==> src/rtl/adder45_share_arbiter.sv <==
// Round-robin arbiter that time-shares one 45+42-bit adder among NUM_REQ requesters.
// A single registered result slot with valid/ready faces the consumer.

module customAdder45_3 (
    input  logic [44:0] a,
    input  logic [41:0] b,
    output logic [45:0] sum
);
    assign sum = 46'(a) + 46'(b);
endmodule

module adder45_share_arbiter #(
    parameter int unsigned NUM_REQ = 4,
    parameter int unsigned ID_W    = 2,
    parameter int unsigned CNT_W   = 16
) (
    input  logic                  clk,
    input  logic                  rst_n,
    input  logic [NUM_REQ-1:0]    req_valid,
    output logic [NUM_REQ-1:0]    req_ready,
    input  logic [NUM_REQ*45-1:0] req_a,
    input  logic [NUM_REQ*42-1:0] req_b,
    output logic                  res_valid,
    input  logic                  res_ready,
    output logic [45:0]           res_sum,
    output logic [ID_W-1:0]       res_id,
    output logic                  busy,
    output logic [CNT_W-1:0]      op_count
);
    localparam int unsigned A_W = 45;
    localparam int unsigned B_W = 42;
    localparam int unsigned S_W = 46;

    logic [ID_W-1:0] last_grant;
    logic [ID_W-1:0] gidx;
    logic            found;
    logic            can_accept;
    logic            xfer;
    logic            pop;
    logic [A_W-1:0]  a_sel;
    logic [B_W-1:0]  b_sel;
    logic [S_W-1:0]  sum;
    logic [31:0]     idx;

    // First valid requester after last_grant, wrapping around.
    always_comb begin
        found = 1'b0;
        gidx  = '0;
        idx   = '0;
        for (int unsigned k = 1; k <= NUM_REQ; k++) begin
            idx = (32'(last_grant) + k) % NUM_REQ;
            if (!found && req_valid[idx[ID_W-1:0]]) begin
                found = 1'b1;
                gidx  = ID_W'(idx);
            end
        end
    end

    assign can_accept = !res_valid || res_ready;
    assign req_ready  = (rst_n && can_accept && found) ? (NUM_REQ'(1) << gidx) : '0;
    assign xfer       = |req_ready;
    assign pop        = res_valid && res_ready;
    assign busy       = res_valid || (|req_valid);

    // Operand mux feeding the shared adder.
    always_comb begin
        a_sel = '0;
        b_sel = '0;
        for (int unsigned i = 0; i < NUM_REQ; i++) begin
            if (gidx == ID_W'(i)) begin
                a_sel = req_a[i*A_W +: A_W];
                b_sel = req_b[i*B_W +: B_W];
            end
        end
    end

    customAdder45_3 u_adder (
        .a   (a_sel),
        .b   (b_sel),
        .sum (sum)
    );

    // Result slot: a push wins over a pop so back-to-back results have no bubble.
    always_ff @(posedge clk or negedge rst_n) begin
        if (!rst_n) begin
            res_valid  <= 1'b0;
            res_sum    <= '0;
            res_id     <= '0;
            last_grant <= ID_W'(NUM_REQ - 1);
        end else if (xfer) begin
            res_valid  <= 1'b1;
            res_sum    <= sum;
            res_id     <= gidx;
            last_grant <= gidx;
        end else if (pop) begin
            res_valid  <= 1'b0;
        end
    end

    always_ff @(posedge clk or negedge rst_n) begin
        if (!rst_n) begin
            op_count <= '0;
        end else if (pop && (op_count != '1)) begin
            op_count <= op_count + CNT_W'(1);
        end
    end

endmodule

==> config.mk <==
export PLATFORM = sky130hd
export DESIGN_NAME = adder45_share_arbiter
export DESIGN_NICKNAME = d
export VERILOG_FILES = /design/src/rtl/adder45_share_arbiter.sv
export SDC_FILE = /design/constraint.sdc
export NUM_CORES = 1
export LEC_CHECK = 0
export CELL_PAD_IN_SITES_DETAIL_PLACEMENT = 1
export CELL_PAD_IN_SITES_GLOBAL_PLACEMENT = 2
export CORE_MARGIN = 5
export CORE_UTILIZATION = 18
export CTS_CLUSTER_SIZE = 30
export DETAILED_ROUTE_END_ITERATION = 16
export PLACE_DENSITY_LB_ADDON = 0.1
export SLEW_MARGIN = 20
export SYNTH_ARGS = -nofsm -noshare
export SYNTH_HDL_FRONTEND = slang
export SYNTH_SLANG_ARGS = --single-unit
==> constraint.sdc <==
create_clock -name clk -period 4.8 [get_ports clk]
set_input_delay 0.48 -clock clk [delete_from_list [all_inputs] [get_ports clk]]
set_output_delay 0.48 -clock clk [all_outputs]
set_load 0.01 [all_outputs]
Word-level counts from Yosys, hierarchy flattened --
Cells that the tools add are included.
Storage, ports and cells: bits in registers 67, bits in latches 0, bits in writable memories 0, ROM bits 0, input port bits 355, output and inout port bits 70, logic and storage cells 64, memories kept 0
Operators by class: $add $sub $neg 6, multipliers 0, divide/modulo/power cells 0, magnitude comparators 4, eq/ne operators 4, shift operators 1, mux-type cells 27, bitwise operators 0, reduce and logical (&&, ||, !) cells 17
Operator list (count):
- 45-bit 2-to-1 mux | 4
- 42-bit 2-to-1 mux | 4
- 45-bit by 42-bit adder with 46-bit output | 1
- 16-bit by 1-bit adder with 16-bit output, second input constant | 1
- 16-bit != test, second input constant | 1
- 2-bit by 3-bit less-than comparator with 1-bit output, second input constant | 4
- 1-bit 2-to-1 mux | 10
- 1-bit binary-select mux with 2-bit select | 4
- 2-bit 2-to-1 mux | 4
- 4-bit OR reduction | 2
- 1-bit logical AND | 7
- 2-bit by 1-bit adder with 2-bit output, second input constant | 2
- 2-bit adder, second input constant | 2
- 2-bit equality test, second input constant | 2
- 1-bit logical NOT | 4
- 4-bit 2-to-1 mux | 1
- 1-bit by 2-bit left shift with 4-bit output, first input constant | 1
- 2-bit by 1-bit equality test with 1-bit output, second input constant | 1
- 2-bit logical NOT | 1
- 1-bit logical OR | 2
- 2-bit nonzero test | 1

Longest topological paths before layout --
word-level depth 19, mapped depth 20, mapped depth without buffers 18

Cells and area by module --
From an unflattened synthesis, not the netlist that was laid out.
Second synthesis, totals: cell total of the unflattened synthesis 876, area, all modules 8398.1 µm²
By module, submodules not included:
- adder45_share_arbiter | instances 1, cells an instance 496, area an instance 5723.0 µm², seq. area each 1679.1 µm²
- customAdder45_3 | instances 1, cells an instance 380, area an instance 2675.1 µm², seq. area each 0.0 µm²

Worst setup path before layout --
No wires, ideal clock.
path kind flip-flop to flip-flop, start register last_grant[0], end register res_sum[44], setup time 124 ps, arrival 4754 ps, path slack -78 ps, cell stages (with the launch flop) 21, path buffers 3, clock period less this slack 4878 ps, path through dfstp_2 -> and3b_1 -> nor3_1 -> or2_2 -> clkbuf_1 -> clkbuf_1 -> clkbuf_1 -> nand2_1 -> a31oi_1 -> ha_1 -> inv_1 -> fa_1 -> nand2b_1 -> a21oi_1 -> o221ai_1 -> and3_1 -> o31ai_2 -> a41oi_1 -> o21a_1 -> mux2i_1 -> a211o_1
Between the ends: cells in the longest elaborated chain, start to end 19, elaborated cells on any way between the ends 43, those cells by class add/sub: 5; eq/ne: 3; shift: 1; mux: 25; reduce/logical: 9
Ends and longest elaborated chain:
- from (decl) | line 34 | logic [ID_W-1:0] last_grant;
- from (signal assigned) | line 89 | last_grant <= ID_W'(NUM_REQ - 1);
- from (signal assigned) | line 94 | last_grant <= gidx;
- 2-bit by 1-bit adder with 2-bit output | line 51 | idx = (32'(last_grant) + k) % NUM_REQ;
- 1-bit binary-select mux with 2-bit select | line 52 | if (!found && req_valid[idx[ID_W-1:0]]) begin
- 1-bit 2-to-1 mux (not written as such) | line 52
- 1-bit 2-to-1 mux | line 52
- 1-bit logical NOT | line 52
- 1-bit logical AND | line 52
- 1-bit 2-to-1 mux | line 52
- 1-bit logical NOT | line 52
- 1-bit logical AND | line 52
- 1-bit 2-to-1 mux | line 52
- 1-bit logical NOT | line 52
- 1-bit logical AND | line 52
- 2-bit 2-to-1 mux | line 52
- 2-bit logical NOT | line 70 | if (gidx == ID_W'(i)) begin
- 45-bit 2-to-1 mux / 42-bit 2-to-1 mux (equally long branches) (4 in a row) | line 70
- 45-bit by 42-bit adder with 46-bit output | line 9 | assign sum = 46'(a) + 46'(b);
- to (signal assigned) | line 92 | res_sum <= sum;
- to (decl) | line 25 | output logic [45:0] res_sum,
Several ways; a longest one is shown, not always the timed one. The select of a mux whose other input is x is not followed. A chain may end at the register's enable or synchronous reset.

Worst setup path in the final report --
start input port req_valid[3], end register res_sum[26]
Between the ends: cells in the longest elaborated chain, start to end 18, elaborated cells on any way between the ends 39, those cells by class add/sub: 1; eq/ne: 3; shift: 1; mux: 25; reduce/logical: 9
Ends and longest elaborated chain:
- from (decl) | line 19 | input logic [NUM_REQ-1:0] req_valid,
- 1-bit binary-select mux with 2-bit select | line 52
- 1-bit 2-to-1 mux (not written as such) | line 52
- 1-bit 2-to-1 mux | line 52
- 1-bit logical NOT | line 52
- 1-bit logical AND | line 52
- 1-bit 2-to-1 mux | line 52
- 1-bit logical NOT | line 52
- 1-bit logical AND | line 52
- 1-bit 2-to-1 mux | line 52
- 1-bit logical NOT | line 52
- 1-bit logical AND | line 52
- 2-bit 2-to-1 mux | line 52
- 2-bit logical NOT | line 70
- 45-bit 2-to-1 mux / 42-bit 2-to-1 mux (equally long branches) (4 in a row) | line 70
- 45-bit by 42-bit adder with 46-bit output | line 9
Several ways; a longest one is shown, not always the timed one. The select of a mux whose other input is x is not followed.

==> run metrics <==
most frequent cell after synthesis=nand2_1; detailed placer's ending HPWL=40800 um; Comb power frac=0.777; placer congestion estimate=0.866; VDD IR max=0.000139 V; DRC=0; final period utilization=0.972; Cell Area, Synth=7660 um2; crit-path cells=clkdlybuf4s50_1 -> and3b_1 -> nor3_4 -> buf_4 -> nor2_4 -> buf_12 -> buf_12 -> and2_1 -> a211oi_1 -> a31oi_1 -> ha_1 -> a21o_1 -> or3_1 -> o221ai_2 -> buf_4 -> and4_4 -> o21ai_2 -> a2111o_1 -> a31o_1 -> xor2_1 -> mux2_4; total leakage power=6.03 nW; clock share of power=0.097; critical path's largest stage delay=0.46 ns; register share of total power=0.126; die height=216 um; Reg clk slew, reported paths=0.06 ns; CTS max path bufs=2; max_slew headroom=0.386; Fmax=214 MHz; layout cell share with drive strength beyond 1=0.167; CTS tree=built; Clock H-tree levels=3; Initial Util=0.182; Synth Instances=1078; outcome=completed; Tot Pwr=7.58 mW; Clock Sinks=67; Via-to-Cell Ratio=4.64; io pins=425; vias post-DR=10100; min-delay worst type=primary input to asynchronous set/reset pin; power density over cell area=520 nW/um2; DRT antenna net count=0; Seq/Total Area, Yosys=0.219; EDFF count, synth=0; Clock Latency Late Sink=0.34 ns; fraction of registers with async set/reset=1.00; CTS root buf=clkbuf_16; core footprint=42000 um2; drt pass-1 iters=4; NetSw=3.34 mW; vias in the first global route=11000; YS warnings=0; number of placed cells counting well taps=2154; PortBufs=424; final net count=2034; cell accounting for the most synthesized area=dfrtp_1; die footprint=46800 um2; Finished Layout Cells=2185; # setup viols final=0; syn avg cell area=7.11 um2; Final Hold Fails=0; Die W=216 um; critical path required time=5.02 ns; Internal=4.24 mW; Total GRT Usage=0.192; Num CTS Buffers=9; cts hold-fix bufs=0; num rows=75; count of different cell masters after synthesis=64; DR WL/cell=21.5 um; crit path max fanout=24; CP Data Arrival Time=4.88 ns; initial antenna violation count=16; Routed WL=47000 um; top post-synthesis cells by area=dfrtp_1, nand2_1, a211oi_1; first-pass GRT wire length=69900 um; Slew Limit Fails=0; Setup CP Type=primary input to register; Yosys top cell area share=0.212; worst-margin pin slew=0.921 ns; critical path capture point type=register; largest net degree at the start of global routing=69; Layout area overhead=90.2%; Final Skew=0.00850 ns; Sw Share=0.441; Max-cap violations=0; slowest CP cell=clkdlybuf4s50_1; CP Launch Type=primary input; Top FF cell, synth=dfrtp_1; Synth Net Count=1477; grt total ovfl=0; DR iter-0 viols=366; Tmin final=4.67 ns; most instantiated cells after synthesis=nand2_1, a211oi_1, a31oi_1; synthesized flop and latch total=67
## state kept, by name, summed over array words and instances (netlist names)
signal / flops
res_sum: 46
res_valid: 1
op_count: 16
last_grant: 2
res_id: 2
## stage by stage
| step | setup slack [ns] | instance area (um2) | hold WS [ns] | utilization | TNS, ns |
|---|---|---|---|---|---|
| 3_3_place_gp | -0.439 | 13900 | 0.464 | 0.331 | -7.01 |
| 2_1_floorplan | 0.00101 | 7660 | 0.184 | - | 0 |
| 6_report | 0.133 | 14600 | 0.412 | 0.347 | 0 |
| 4_1_cts | 0.0245 | 14300 | 0.450 | 0.339 | 0 |
| 5_1_grt | -0.0316 | 14600 | 0.499 | 0.346 | -0.0390 |
| 3_5_place_dp | -0.479 | 13900 | 0.466 | 0.331 | -7.15 |
## kinds of logic after synthesis
family                   Yosys count  synth area share
flip-flops                        67             0.219
XOR/XNOR                          45            0.0514
adder cells (fa/ha/maj)           44            0.0728
multiplexers                      18            0.0247
buffers and inverters             95            0.0480
AO/OA/AOI/OAI                    344             0.301
AND/OR/NAND/NOR                  465             0.283
## routing by layer
metal,share of wire,global-route usage,vias up,wire length (um)
met3,0.062,0.0554,35,2900
met1,0.47,0.258,4805,22000
met4,0.0076,0.0254,20,356
met2,0.46,0.317,252,21600
met5,0.0034,0,-,161
li1,-,-,5030,-
## timing repair
| item | in CTS | in global routing |
|---|---|---|
| buffers inserted | 0 | 7 |
| setup endpoints to repair | 10 | 17 |
| pin swaps | 0 | 12 |
| cloned | 0 | 2 |
| gates resized for setup | 8 | 43 |
## area by class of cell
cell class	count	area (um2)
fill	5078	27500
multi-input combinational	917	5870
inverter	13	48.8
clock inverter	7	100
sequential	67	1680
clock buffer	9	225
timing repair buffer	627	5950
antenna	6	15.0
tap	539	674
## worst paths after layout
| kind | from | endpoint | slack, ns | depth (start not counted) |
|---|---|---|---|---|
| max in group asynchronous | rst_n | res_sum[34]$_DFFE_PN0P_ | 3.79 | 2 |
| min in group clk | res_sum[24]$_DFFE_PN0P_ | res_sum[24]$_DFFE_PN0P_ | 0.47 | 2 |
| hold reg to reg | res_sum[24]$_DFFE_PN0P_ | res_sum[24]$_DFFE_PN0P_ | 0.47 | 2 |
| setup / recovery | req_valid[3] | res_sum[26]$_DFFE_PN0P_ | 0.13 | 21 |
| hold / removal | rst_n | res_sum[0]$_DFFE_PN0P_ | 0.41 | 2 |
| setup reg to reg | last_grant[1]$_DFFE_PN1P_ | res_sum[26]$_DFFE_PN0P_ | 0.17 | 18 |
## placed cells by master (no fill, tap or decap), drive strengths merged, types with 13 or more instances in the layout
master and instances:
a21o 18, and2 87, clkdlybuf4s50 422, nor2 40, xor2 19, a31oi 88
xnor2 26, mux2i 14, nand3 16, a211oi 88, nand4 13, dfrtp 65
o21ai 60, nand2 253, inv 15, a21oi 35, ha 43, and3 13
nor3 13, buf 203
## power groups by stage
stage                     registers (mW)  logic, mW  clock network (mW)
after floorplan                     1.03       2.62                   0
after global placement             0.970       5.69                   0
after detailed placement           0.976       5.73                   0
after CTS                          0.968       5.77               0.761
after global routing               0.991       6.47               0.782
final                              0.957       5.89               0.732
## critical path, delay by kind of cell
kind / cells / cell delay, ns
AOI/OAI and AO/OA: 7 / 1.37
and+or+nand+nor: 6 / 1.14
buffers and inverters: 5 / 1.09
adders and majority gates: 1 / 0.38
muxes: 1 / 0.25
xor gates and xnor gates: 1 / 0.14
Note: power is estimated with default switching activity, not from simulation.
